`src/rtl/i2s_frame_deserializer_if.sv`:
```
// i2s_frame_deserializer_if: valid/ready sample stream from the I2S deserializer to the FFT sink
interface i2s_frame_deserializer_if #(parameter int DATA_W = 24);
  logic [DATA_W-1:0] source_data;
  logic source_channel;
  logic source_valid;
  logic source_ready;
  logic source_sop;
  logic source_eop;
  modport master (output source_data, source_channel, source_valid, source_sop, source_eop, input source_ready);
  modport slave (input source_data, source_channel, source_valid, source_sop, source_eop, output source_ready);
endinterface

```
`src/rtl/i2s_frame_deserializer.sv`:
```
// i2s_frame_deserializer: oversampled I2S capture into FFT-framed valid/ready words
// Define I2S_ERR_CNT_EN to add the saturating err_count output.
module i2s_frame_deserializer #(
  parameter int DATA_W = 24,
  parameter int SLOT_W = 32,
  parameter int FRAME_LEN = 128,
  parameter int CHANNEL_MODE = 0
) (
  input  logic clock,
  input  logic reset_n,
  input  logic enable,
  input  logic BCLK,
  input  logic ADCLRC,
  input  logic din,
  input  logic err_clr,
  output logic overrun,
  output logic short_slot,
`ifdef I2S_ERR_CNT_EN
  output logic [15:0] err_count,
`endif
  i2s_frame_deserializer_if.master src
);
  localparam int CW = $clog2(SLOT_W + 1);
  localparam int IW = $clog2(FRAME_LEN);
  typedef enum logic [2:0] {IDLE, SYNC, SKIP, SHIFT, DONE} state_t;
  state_t state, nxt;
  logic [1:0] bclk_s, lr_s, din_s;
  logic bclk_d, lr_prev, ch, word_rdy;
  logic [CW-1:0] cnt;
  logic [IW-1:0] idx;
  logic [DATA_W-1:0] sr;
  logic rise, lr_edge, shift_en, done, short_ev, keep, load, ov_ev;
  assign rise = bclk_s[1] & ~bclk_d;
  assign lr_edge = rise & (lr_s[1] ^ lr_prev);
  assign keep = (CHANNEL_MODE == 2) || (ch == 1'(CHANNEL_MODE));
  // A finished word may enter only an empty register or one being drained this cycle
  assign load = word_rdy & enable & (~src.source_valid | src.source_ready);
  assign ov_ev = word_rdy & enable & ~load;
  always_ff @(posedge clock or negedge reset_n)
    if (!reset_n) state <= IDLE;
    else state <= nxt;
  always_comb begin
    nxt = state;
    shift_en = 1'b0;
    done = 1'b0;
    short_ev = 1'b0;
    if (!enable) nxt = IDLE;
    else
      case (state)
        IDLE: nxt = SYNC;
        SYNC: nxt = (lr_edge && !lr_s[1]) ? SKIP : SYNC;
        SKIP: nxt = (rise && !lr_edge) ? SHIFT : SKIP;
        SHIFT: begin
          short_ev = lr_edge;
          shift_en = rise & ~lr_edge;
          done = shift_en & (cnt == CW'(DATA_W - 1));
          nxt = lr_edge ? SKIP : done ? DONE : SHIFT;
        end
        DONE: nxt = lr_edge ? SKIP : DONE;
        default: nxt = IDLE;
      endcase
  end
  always_ff @(posedge clock or negedge reset_n)
    if (!reset_n) begin
      bclk_s <= '0;
      lr_s <= '0;
      din_s <= '0;
      bclk_d <= 1'b0;
      lr_prev <= 1'b0;
      ch <= 1'b0;
      cnt <= '0;
      sr <= '0;
      word_rdy <= 1'b0;
      idx <= '0;
      src.source_valid <= 1'b0;
      src.source_data <= '0;
      src.source_channel <= 1'b0;
      src.source_sop <= 1'b0;
      src.source_eop <= 1'b0;
      overrun <= 1'b0;
      short_slot <= 1'b0;
    end else begin
      bclk_s <= {bclk_s[0], BCLK};
      lr_s <= {lr_s[0], ADCLRC};
      din_s <= {din_s[0], din};
      bclk_d <= bclk_s[1];
      if (rise) lr_prev <= lr_s[1];
      if (lr_edge) begin
        ch <= lr_s[1];
        cnt <= '0;
      end else if (shift_en) cnt <= cnt + CW'(1);
      if (shift_en) sr <= {sr[DATA_W-2:0], din_s[1]};
      word_rdy <= done & keep;
      if (state == IDLE) idx <= '0;
      else if (load) idx <= idx + IW'(1);
      if (load) begin
        src.source_valid <= 1'b1;
        src.source_data <= sr;
        src.source_channel <= ch;
        src.source_sop <= idx == '0;
        src.source_eop <= idx == IW'(FRAME_LEN - 1);
      end else if (src.source_ready) src.source_valid <= 1'b0;
      overrun <= ov_ev | (overrun & ~err_clr);
      short_slot <= short_ev | (short_slot & ~err_clr);
    end
`ifdef I2S_ERR_CNT_EN
  always_ff @(posedge clock or negedge reset_n)
    if (!reset_n) err_count <= '0;
    else if (err_clr) err_count <= {15'd0, ov_ev | short_ev};
    else if ((ov_ev | short_ev) && err_count != 16'hFFFF) err_count <= err_count + 16'd1;
`endif
endmodule

```
`src/flat_wrapper.sv`:
```
// flat-port wrapper written by rule: the top's interface ports become plain ports
module i2s_frame_deserializer_flat 
#(
  parameter int DATA_W = 24,
  parameter int SLOT_W = 32,
  parameter int FRAME_LEN = 128,
  parameter int CHANNEL_MODE = 0
)
  (clock, reset_n, enable, BCLK, ADCLRC, din, err_clr, overrun, short_slot, src_source_data, src_source_channel, src_source_valid, src_source_sop, src_source_eop, src_source_ready);
  i2s_frame_deserializer_if #(.DATA_W(DATA_W)) src_i ();
  input  logic clock;
  input  logic reset_n;
  input  logic enable;
  input  logic BCLK;
  input  logic ADCLRC;
  input  logic din;
  input  logic err_clr;
  output logic overrun;
  output logic short_slot;
  output wire logic [$bits(src_i.source_data)-1:0] src_source_data;
  output wire logic [$bits(src_i.source_channel)-1:0] src_source_channel;
  output wire logic [$bits(src_i.source_valid)-1:0] src_source_valid;
  output wire logic [$bits(src_i.source_sop)-1:0] src_source_sop;
  output wire logic [$bits(src_i.source_eop)-1:0] src_source_eop;
  input wire logic [$bits(src_i.source_ready)-1:0] src_source_ready;
  assign src_source_data = src_i.source_data;
  assign src_source_channel = src_i.source_channel;
  assign src_source_valid = src_i.source_valid;
  assign src_source_sop = src_i.source_sop;
  assign src_source_eop = src_i.source_eop;
  assign src_i.source_ready = src_source_ready;
  i2s_frame_deserializer #(.DATA_W(DATA_W), .SLOT_W(SLOT_W), .FRAME_LEN(FRAME_LEN), .CHANNEL_MODE(CHANNEL_MODE)) u_core (.clock(clock), .reset_n(reset_n), .enable(enable), .BCLK(BCLK), .ADCLRC(ADCLRC), .din(din), .err_clr(err_clr), .overrun(overrun), .short_slot(short_slot), .src(src_i));
endmodule
```
`config.mk`:
```
export PLATFORM = sky130hd
export DESIGN_NAME = i2s_frame_deserializer_flat
export DESIGN_NICKNAME = d
export VERILOG_FILES = /design/src/rtl/i2s_frame_deserializer_if.sv /design/src/rtl/i2s_frame_deserializer.sv /design/src/flat_wrapper.sv
export SDC_FILE = /design/constraint.sdc
export NUM_CORES = 1
export LEC_CHECK = 0
export ABC_AREA = 1
export CAP_MARGIN = 10
export CORE_MARGIN = 4
export CORE_UTILIZATION = 44
export DETAILED_ROUTE_END_ITERATION = 7
export HOLD_SLACK_MARGIN = 0.1
export PLACE_DENSITY = 0.69
export SLEW_MARGIN = 20
export SYNTH_ARGS = -nofsm -noshare
export SYNTH_HDL_FRONTEND = slang
export SYNTH_SLANG_ARGS = --single-unit
```
`constraint.sdc`:
```
create_clock -name clock -period 1.14 [get_ports clock]
set_input_delay 0.228 -clock clock [delete_from_list [all_inputs] [get_ports clock]]
set_output_delay 0.228 -clock clock [all_outputs]
set_load 0.02 [all_outputs]
```
# Yosys cells after proc, flatten, opt, wreduce, memory -nomap -nowiden
# Index checks and enable logic that the tools add are counted.
[classes]
add_sub_neg = 2
eq_ne = 6
n_mux = 19
bitwise = 20
n_reduce_logical = 9
[ops]
columns = ["op", "count"]
rows = [
  ["$pmux 3 s5", 1],
  ["$mux 7", 2],
  ["$mux 3", 4],
  ["$mux 6", 2],
  ["$and 1x1->1", 10],
  ["$mux 1", 9],
  ["$add 7x1->7 const B", 1],
  ["$eq 7x7->1 const B", 1],
  ["$logic_not 7->1", 1],
  ["$add 6x1->6 const B", 1],
  ["$eq 3x2->1 const B", 2],
  ["$eq 6x5->1 const B", 1],
  ["$not 1->1", 6],
  ["$reduce_bool 2->1", 3],
  ["$eq 3x1->1 const B", 1],
  ["$eq 3x3->1 const B", 1],
  ["$logic_not 3->1", 1],
  ["$or 1x1->1", 3],
  ["$logic_and 1x1->1", 2],
  ["$logic_not 1->1", 2],
  ["$mux 2", 1],
  ["$xor 1x1->1", 1],
]
[word_totals]
register_bits = 80
in_bits = 8
out_inout_bits = 30
elab_cells = 74

# Depth between registers and ports, before layout
# Gate-level depths: netlist of run 1.
[depth]
depth_word = 10
depth_mapped = 8
ltp_nobuf = 7

# Least setup slack after synthesis of run 1
# No wires, ideal clock.
[synth_timing]
path_kind = "reg-to-reg"
from = "reg u_core.src.source_valid"
to = "reg u_core.idx[6]"
setup_ps = 119
arrival_time_ps = 1062
required_time_ps = 1021
slack_ps = -42
path_stages_with_launch = 8
path_buffers = 1
period_less_slack_ps = 1182
path_cell_list = "dfrtp_1 > nand2_1 > nand2_1 > buf_6 > inv_2 > nand4_1 > nand2_1 > nor2_1"
[synth_via]
elab_chain_cells = 4
[synth_lines]
columns = ["item", "line", "text"]
rows = [
  ["from (decl)", "i2s_frame_deserializer_if.sv:9", "modport master (output source_data, source_channel, source_valid, source_sop, source_eop, input source_ready);"],
  ["from (signal assigned)", "i2s_frame_deserializer.sv:75", "src.source_valid <= 1'b0;"],
  ["from (signal assigned)", "i2s_frame_deserializer.sv:97", "src.source_valid <= 1'b1;"],
  ["from (signal assigned)", "i2s_frame_deserializer.sv:102", "end else if (src.source_ready) src.source_valid <= 1'b0;"],
  ["$not 1->1", "i2s_frame_deserializer.sv:37", "assign load = word_rdy & enable & (~src.source_valid | src.source_ready);"],
  ["$or 1x1->1", "i2s_frame_deserializer.sv:37", ""],
  ["$and 1x1->1", "i2s_frame_deserializer.sv:37", ""],
  ["$reduce_bool 2->1 (no line)", "--", ""],
  ["to (signal assigned)", "i2s_frame_deserializer.sv:95", "else if (load) idx <= idx + IW'(1);"],
  ["to (decl)", "i2s_frame_deserializer.sv:30", "logic [IW-1:0] idx;"],
]
# Every way passes these cells.
# A chain may end at the register's enable or synchronous reset.

# Worst setup path after layout of run 1
[layout_timing]
from = "reg u_core.bclk_d"
to = "reg u_core.state[0]"
[layout_via]
elab_chain_cells = 10
[layout_lines]
columns = ["item", "line", "text"]
rows = [
  ["from (decl)", "i2s_frame_deserializer.sv:28", "logic bclk_d, lr_prev, ch, word_rdy;"],
  ["from (signal assigned)", "i2s_frame_deserializer.sv:86", "bclk_d <= bclk_s[1];"],
  ["$not 1->1 (*)", "i2s_frame_deserializer.sv:33", "assign rise = bclk_s[1] & ~bclk_d;"],
  ["$and 1x1->1 (*)", "i2s_frame_deserializer.sv:33", ""],
  ["$and 1x1->1", "i2s_frame_deserializer.sv:34", "assign lr_edge = rise & (lr_s[1] ^ lr_prev);"],
  ["$not 1->1", "i2s_frame_deserializer.sv:55", "shift_en = rise & ~lr_edge;"],
  ["$and 1x1->1", "i2s_frame_deserializer.sv:55", ""],
  ["$and 1x1->1", "i2s_frame_deserializer.sv:56", "done = shift_en & (cnt == CW'(DATA_W - 1));"],
  ["$mux 3 (2 in a row)", "i2s_frame_deserializer.sv:57", "nxt = lr_edge ? SKIP : done ? DONE : SHIFT;"],
  ["$pmux 3 s5 (*)", "i2s_frame_deserializer.sv:49", "case (state)"],
  ["$mux 3 (*)", "i2s_frame_deserializer.sv:47", "if (!enable) nxt = IDLE;"],
  ["via u_core.nxt[0]", "i2s_frame_deserializer.sv:26", "state_t state, nxt;"],
  ["to (signal assigned)", "i2s_frame_deserializer.sv:41", "else state <= nxt;"],
  ["to (decl)", "i2s_frame_deserializer.sv:26", ""],
]
# Mark *: on every way through the listed nets, which the timed path passes. The rest lies on a longest branch.

==> results of run 1 <==
==> final timing paths <==
check                                            from                         end  depth (start not counted)
hold reg to reg            u_core.bclk_s[0]$_DFF_PN0_  u_core.bclk_s[1]$_DFF_PN0_                          0
setup reg to reg              u_core.bclk_d$_DFF_PN0_   u_core.state[0]$_DFF_PN0_                          8
setup / recovery              u_core.bclk_d$_DFF_PN0_   u_core.state[0]$_DFF_PN0_                          8
min in group asynchronous                     reset_n    u_core.sr[8]$_DFFE_PN0P_                          2
hold / removal                                    din   u_core.din_s[0]$_DFF_PN0_                          1
max in group asynchronous                     reset_n   u_core.cnt[2]$_DFFE_PN0P_                          3
==> routing by layer <==
| layer | GRT usage [%] | part of all wire [%] | vias to the layer above |
|---|---|---|---|
| met2 | 27.1 | 51 | 56 |
| met4 | 6.86 | 1.4 | 0 |
| li1 | - | - | 1378 |
| met3 | 3.75 | 4.1 | 12 |
| met5 | 0 | 0 | - |
| met1 | 21.7 | 43 | 1354 |
==> cell families (layout without fill, tap and decap cells) <==
group                    Yosys count  in the layout
AND/OR/NAND/NOR                  142            143
adder cells (fa/ha/maj)            3              3
buffers and inverters             62            179
AO/OA/AOI/OAI                     70             70
flip-flops                        80             80
==> stage by stage <==
stage	utilization (%)	cell area (um^2)	TNS (ps)
detailed placement	55.7	4040	-27450
finish	67.4	4890	-3740
global placement	55.7	4040	-24800
global route	67.4	4890	-7920
CTS	60.8	4410	-4680
floorplan	-	3300	-6.28
==> synthesized netlist by cell type <==
| cell | n | area share, % |
|---|---|---|
| sky130_fd_sc_hd__nand3_1 | 15 | 2.3 |
| sky130_fd_sc_hd__nor2_2 | 1 | 0.19 |
| sky130_fd_sc_hd__inv_2 | 2 | 0.23 |
| sky130_fd_sc_hd__nor3_2 | 1 | 0.30 |
| sky130_fd_sc_hd__o31ai_1 | 1 | 0.23 |
| sky130_fd_sc_hd__nand2_1 | 91 | 10 |
| sky130_fd_sc_hd__or2_2 | 2 | 0.38 |
| sky130_fd_sc_hd__nand4_2 | 1 | 0.38 |
| sky130_fd_sc_hd__buf_2 | 2 | 0.30 |
| sky130_fd_sc_hd__a21oi_1 | 6 | 0.91 |
| sky130_fd_sc_hd__o21ai_0 | 36 | 5.5 |
| sky130_fd_sc_hd__inv_1 | 48 | 5.5 |
| sky130_fd_sc_hd__nor2_1 | 18 | 2.1 |
| sky130_fd_sc_hd__ha_1 | 3 | 1.1 |
| sky130_fd_sc_hd__nand4_1 | 8 | 1.5 |
| sky130_fd_sc_hd__nand3_2 | 1 | 0.30 |
| sky130_fd_sc_hd__buf_6 | 2 | 0.68 |
| sky130_fd_sc_hd__a31oi_1 | 1 | 0.19 |
| sky130_fd_sc_hd__buf_4 | 7 | 1.6 |
| sky130_fd_sc_hd__dfrtp_1 | 80 | 61 |
| sky130_fd_sc_hd__nor2_4 | 1 | 0.34 |
| sky130_fd_sc_hd__o21ai_1 | 24 | 3.7 |
| sky130_fd_sc_hd__nand2_2 | 3 | 0.57 |
| sky130_fd_sc_hd__clkbuf_1 | 1 | 0.11 |
| sky130_fd_sc_hd__o22ai_1 | 2 | 0.38 |
==> power groups by stage <==
stage	logic (mW)	clock network (mW)	registers (mW)
finish	0.375	1.99	2.95
detailed placement	0.299	0	2.99
floorplan	0.122	0	2.99
global placement	0.291	0	2.99
CTS	0.345	2.01	2.94
global route	0.417	2.14	2.96
==> worst register-to-register path, stage by stage (launching register included) <==
cell and delay (ps):
sky130_fd_sc_hd__dfrtp_1 410, sky130_fd_sc_hd__nor2_4 150, sky130_fd_sc_hd__buf_4 140, sky130_fd_sc_hd__buf_4 120, sky130_fd_sc_hd__nand2_1 40, sky130_fd_sc_hd__nand2_1 80
sky130_fd_sc_hd__nand2_1 60, sky130_fd_sc_hd__nor2_1 120, sky130_fd_sc_hd__a21oi_1 80
==> layout make-up <==
cell class,instances,share of cell area [%]
Clock buffer,9,2.53
Clock inverter,7,1.23
Inverter,50,3.99
Multi-Input combinational cell,216,25.9
Sequential cell,80,41.0
Tap cell,99,2.53
Timing Repair Buffer,113,22.9
==> sequential cells by signal (all words and copies together), names as in the netlist, 2 cells and up <==
register	cells
u_core.bclk_s	2
u_core.src.source_data	24
u_core.state	3
u_core.cnt	6
u_core.sr	24
u_core.lr_s	2
u_core.din_s	2
u_core.idx	7
==> layout by cell type, fill, tap and decap left out, drive strengths merged, types with 3 or more instances in the layout <==
| master | n |
|---|---|
| o21ai | 60 |
| ha | 3 |
| nor2 | 20 |
| a21oi | 6 |
| nand3 | 16 |
| dfrtp | 80 |
| inv | 55 |
| buf | 103 |
| nand2 | 95 |
| clkdlybuf4s50 | 5 |
| clkbuf | 12 |
| nand4 | 9 |
==> repair_timing <==
action | CTS | global route
hold buffers | 1 | 0
setup buffers | 8 | 23
pin swaps | 17 | 10
cloned | 1 | 5
hold endpoints to repair | 80 | 0
endpoints found under the setup margin | 78 | 92
resized for setup | 183 | 78
==> qor_table.md, run 1 <==
| Item | This run | Unit |
| --- | --- | --- |
| Combined buffer and inverter count along the critical path | 2 | - |
| X dimension of the die | 94.4 | um |
| P_int | 3.89 | mW |
| Number of antenna violations at the first check in global routing | 0 | - |
| Reported max-cap violation count | 0 | - |
| Number of placed cells counting well taps | 520 | - |
| Nets@finish | 481 | - |
| Fraction of synthesized area in multiplexers | 0 | % |
| Number of core rows | 31 | - |
| Total global-route track usage | 16.7 | % |
| Fraction of layout instances using a drive strength above 1 | 37.3 | % |
| Number of hold-slack violations in the final timing report | 0 | - |
| Depth of the CTS H-tree | 3 | - |
| Worst Setup Slack, final | -179 | ps |
| Share of power burned in the clock network | 37.5 | % |
| Worst Path Max Fanout | 2 | - |
| Achievable Freq | 758 | MHz |
| DR vias/cell | 4.88 | - |
| DRC | 0 | - |
| Synth warn | 0 | - |
| Per-cell routed wire length | 13.4 | um |
| Critical path's top delay family | simple AND/OR/NAND/NOR gates | - |
| Failing checks | setup timing | - |
| Max Clock Skew | 10.8 | ps |
| Vias in the first global route | 2644 | - |
| Part of the Yosys area used for sequential elements | 60.9 | % |
| Post-layout minimum cycle time | 1320 | ps |
| Post-synthesis average cell area | 9.21 | um^2 |
| Largest net degree at the start of global routing | 35 | - |
| Hold slack | 308 | ps |
| Worst setup path class | flip-flop to flip-flop | - |
| Final setup violation count | 37 | - |
| N_diodes | 0 | - |
| Master of the slowest instance on the critical path | sky130_fd_sc_hd__dfrtp_1 | - |
| Result of the run | finished, violations left | - |
| Switching power | 1.42 | mW |
| Delay contributed by the slowest stage of the critical path | 410 | ps |
| Chain of cells forming the critical path | nor2_4 > buf_4 > buf_4 > nand2_1 > nand2_1 > nand2_1 > nor2_1 > a21oi_1 | - |
| Worst Setup Start Kind | flip-flop | - |
| Synth Cell Area | 3290 | um^2 |
| Synth-to-Final Area Change | 48.7 | % |
| Worst endpoint data arrival time | 1560 | ps |
| Post-place setup slack | -492 | ps |
| Number of standard cells in the final layout excluding fillers | 574 | - |
| Ratio of total power to cell area | 1090 | nW/um^2 |
| Clock tree from TritonCTS | yes | - |
| Synth Area in Simple Gates | 18.7 | % |
| Global-route congestion overflow total | 0 | - |
| Setup repair after global routing missed its margin | yes | - |
| Peak ir drop on the vdd network | 935 | uV |
| Area fraction in compound gates after synthesis | 10.8 | % |
| CTS clk-pin slew, worst paths | 90 | ps |
| Final max-slew violation count | 0 | - |
| Min-delay worst type | input pin to flip-flop | - |
| Net count after synthesis | 368 | - |
| Top cell by count, worst path | sky130_fd_sc_hd__nand2_1 | - |
| Library cell used as clock root buffer | sky130_fd_sc_hd__clkbuf_8 | - |
| Area enclosed by the die boundary | 8920 | um^2 |
| Total power | 5.31 | mW |
| Number of I/O pins | 38 | - |
| Post-detailed-route count of antenna-violating nets | 0 | - |
| Multi-input gate area in the final layout | 1270 | um^2 |
| Die outline height | 94.4 | um |
| Total number of vias | 2800 | - |
| Combinational share of power | 7.1 | % |
| Type of destination of the critical path | flip-flop | - |
| Post-synthesis adder-cell area fraction | 1.14 | % |
| Estimated wirelength of the detail-placed design | 4430 | um |
| Post-synthesis instance total | 357 | - |
| Worst Max-Slew Pin Slew | 318 | ps |
| Worst slew margin relative to its limit | 78.8 | % |
| Reg-to-reg setup timing slack | -180 | ps |
| Flops & latches, synth | 80 | - |
| Maximum count of clock buffers along a single path | 2 | - |
| Relative contribution of sequential cells to total power | 55.5 | % |
| Drt initial violations | 157 | - |
| Number of inserted filler cells in the final layout | 544 | - |
| Switching power as a share of total power | 26.7 | % |
| Clock latency on the worst-skew pair | 360 | ps |
| Total wire length after detailed routing | 7690 | um |
| Starting density of the core | 45.3 | % |
| Number of port buffers | 37 | - |
| Clock buffer count from CTS | 9 | - |
| Weighted congestion at the end of routability-driven global placement | 0.810 | - |
| Placeable core region | 7250 | um^2 |
| Clock tree sinks | 80 | - |
| Largest family of logic cells by synthesized area | simple AND/OR/NAND/NOR gates | - |
| Static Leakage | 2.42 | nW |
| Xor/xnor share of the synthesized area | 0 | % |
| Wire length of the first global-routing pass | 11800 | um |
| Required time worst endpoint | 1380 | ps |
| Share of the clock period used by the worst path | 116 | % |
| Sequential standard cell area | 2000 | um^2 |
| TritonRoute pass-1 iters | 4 | - |
| Number of distinct library cells after synthesis | 25 | - |
(Power assumes the default switching activity.)
==> run 2, diff against run 1 <==
--- a/config.mk
+++ b/config.mk
@@ -11,6 +11,7 @@
 export CORE_UTILIZATION = 44
 export DETAILED_ROUTE_END_ITERATION = 7
 export HOLD_SLACK_MARGIN = 0.1
+export MAX_ROUTING_LAYER = met4
 export PLACE_DENSITY = 0.69
 export SLEW_MARGIN = 20
 export SYNTH_ARGS = -nofsm -noshare
==> run 2 against run 1 <==
The run still ends with setup timing left. Sequential power about the same. Global-route usage up 0.54 points. Flip-flop and latch count unchanged. First-iteration DRC count down 27%. Worst setup slack worse by 7.2 ps. Clock skew down 2.5 ps. Largest power group unchanged. Highest routed layer unchanged.
==> qor_table.md, run 2 (synthesis results as in run 1) <==
| Item | This run | Unit |
| --- | --- | --- |
| Static Leakage | 2.42 | nW |
| Post-layout minimum cycle time | 1330 | ps |
| Number of port buffers | 37 | - |
| Setup repair after global routing missed its margin | yes | - |
| Result of the run | finished, violations left | - |
| Per-cell routed wire length | 13.4 | um |
| Wire length of the first global-routing pass | 11800 | um |
| Maximum count of clock buffers along a single path | 2 | - |
| Commonest cells after routing, fill and taps aside | sky130_fd_sc_hd__dfrtp_1, sky130_fd_sc_hd__nand2_1, sky130_fd_sc_hd__buf_4 | - |
| Number of core rows | 31 | - |
| DRC | 0 | - |
| Worst Path Max Fanout | 2 | - |
| Max Clock Skew | 8.32 | ps |
| Final max-slew violation count | 0 | - |
| Placeable core region | 7250 | um^2 |
| CTS clk-pin slew, worst paths | 90 | ps |
| Multi-input gate area in the final layout | 1270 | um^2 |
| Worst Setup Start Kind | flip-flop | - |
| Largest net degree at the start of global routing | 35 | - |
| Worst setup path class | flip-flop to flip-flop | - |
| Ratio of total power to cell area | 1080 | nW/um^2 |
| X dimension of the die | 94.4 | um |
| Clock latency on the worst-skew pair | 360 | ps |
| Global-route congestion overflow total | 0 | - |
| Estimated wirelength of the detail-placed design | 4430 | um |
| Total wire length after detailed routing | 7700 | um |
| Clock tree from TritonCTS | yes | - |
| Die outline height | 94.4 | um |
| Required time worst endpoint | 1380 | ps |
| Final setup violation count | 36 | - |
| Post-layout utilization of the core | 67.7 | % |
| Library cell used as clock root buffer | sky130_fd_sc_hd__clkbuf_8 | - |
| Total number of vias | 2813 | - |
| Area enclosed by the die boundary | 8920 | um^2 |
| Weighted congestion at the end of routability-driven global placement | 0.822 | - |
| Achievable Freq | 754 | MHz |
| DR vias/cell | 4.90 | - |
| Clock tree sinks | 80 | - |
| Post-place setup slack | -492 | ps |
| Sequential standard cell area | 2000 | um^2 |
| Vias in the first global route | 2650 | - |
| Min-delay worst type | input pin to async pin | - |
| Regs by FF count | u_core.sr (24), u_core.src.source_data (24), u_core.idx (7) | - |
| Number of inserted filler cells in the final layout | 541 | - |
| Depth of the CTS H-tree | 3 | - |
| Reported max-cap violation count | 0 | - |
| Worst endpoint data arrival time | 1560 | ps |
| Most common cell after layout, fill and taps aside | sky130_fd_sc_hd__dfrtp_1 | - |
| Share of the clock period used by the worst path | 116 | % |
| Total global-route track usage | 17.2 | % |
| Worst Max-Slew Pin Slew | 315 | ps |
| Synth-to-Final Area Change | 49.3 | % |
| Worst Setup Slack, final | -186 | ps |
| N_diodes | 0 | - |
| Type of destination of the critical path | flip-flop | - |
| Fraction of layout instances using a drive strength above 1 | 37.3 | % |
| Peak ir drop on the vdd network | 935 | uV |
| Number of hold-slack violations in the final timing report | 0 | - |
| Starting density of the core | 45.3 | % |
| Failing checks | setup timing | - |
| TritonRoute pass-1 iters | 4 | - |
| Worst slew margin relative to its limit | 79.0 | % |
| Number of antenna violations at the first check in global routing | 0 | - |
| Nets@finish | 481 | - |
| Number of I/O pins | 38 | - |
| Post-detailed-route count of antenna-violating nets | 0 | - |
| Hold slack | 308 | ps |
| Drt initial violations | 115 | - |
| Clock buffer count from CTS | 9 | - |
[run 2: changes by cell type in the layout (fill, tap and decap cells not counted)]
cell and delta:
sky130_fd_sc_hd__buf_2 -3, sky130_fd_sc_hd__buf_6 +3
[run 2: critical path, cell delays in order, from the launching register on]
cell                      delay [ps]
sky130_fd_sc_hd__dfrtp_1         410
sky130_fd_sc_hd__nor2_4          150
sky130_fd_sc_hd__buf_4           140
sky130_fd_sc_hd__buf_4           120
sky130_fd_sc_hd__nand2_1          40
sky130_fd_sc_hd__nand2_1          80
sky130_fd_sc_hd__nand2_1          60
sky130_fd_sc_hd__nor2_1          120
sky130_fd_sc_hd__a21oi_1          80
[run 2: final cells by class]
type / instances / area share, %
Sequential cell: 80 / 40.8
Clock buffer: 9 / 2.52
Timing Repair Buffer: 113 / 23.1
Multi-Input combinational cell: 216 / 25.8
Clock inverter: 7 / 1.22
Inverter: 50 / 3.98
Tap cell: 99 / 2.52
[run 2: path summary, 6_finish.rpt]
path                                              end  depth (start not counted)  slack, ps                        from
setup / recovery            u_core.state[0]$_DFF_PN0_                          8       -190     u_core.bclk_d$_DFF_PN0_
min in group clock          u_core.din_s[0]$_DFF_PN0_                          1        310                         din
hold / removal               u_core.sr[8]$_DFFE_PN0P_                          2        310                     reset_n
hold reg to reg            u_core.bclk_s[1]$_DFF_PN0_                          0        350  u_core.bclk_s[0]$_DFF_PN0_
max in group asynchronous   u_core.cnt[2]$_DFFE_PN0P_                          3        390                     reset_n
setup reg to reg            u_core.state[0]$_DFF_PN0_                          8       -190     u_core.bclk_d$_DFF_PN0_
[run 2: what timing repair did]
action                                 in CTS  in global routing
buffers inserted                            8                 23
setup endpoints to repair                  78                 92
endpoints found under the hold margin      80                  0
cloned                                      1                  5
pin swaps                                  17                 10
hold buffers                                1                  0
gates resized for setup                   183                 84
[run 2: per-layer routing]
layer  GRT usage, %  part of all wire, %  wire (um)  vias to the layer above
met5              -                    0          0                        -
met4           6.14                  1.4        104                        0
met3           4.38                  4.9        379                       13
met2           27.1                   52       3970                       66
met1           21.7                   42       3250                     1357
li1               -                    -          -                     1377
[run 2: stage by stage]
step | setup TNS, ps | std cells | instance area, um^2 | total power [mW]
3_3_place_gp | -24800 | 520 | 4040 | 3.29
5_1_grt | -8020 | 574 | 4910 | 5.52
3_5_place_dp | -27450 | 520 | 4040 | 3.29
2_1_floorplan | -6.28 | 357 | 3300 | 3.11
6_report | -3880 | 574 | 4910 | 5.30
4_1_cts | -4680 | 546 | 4410 | 5.30
[run 2: power by group]
| part | internal (mW) | switching [mW] |
|---|---|---|
| Clock | 0.833 | 1.14 |
| Combinational | 0.156 | 0.219 |
| Sequential | 2.90 | 0.0433 |
| Total | 3.89 | 1.41 |
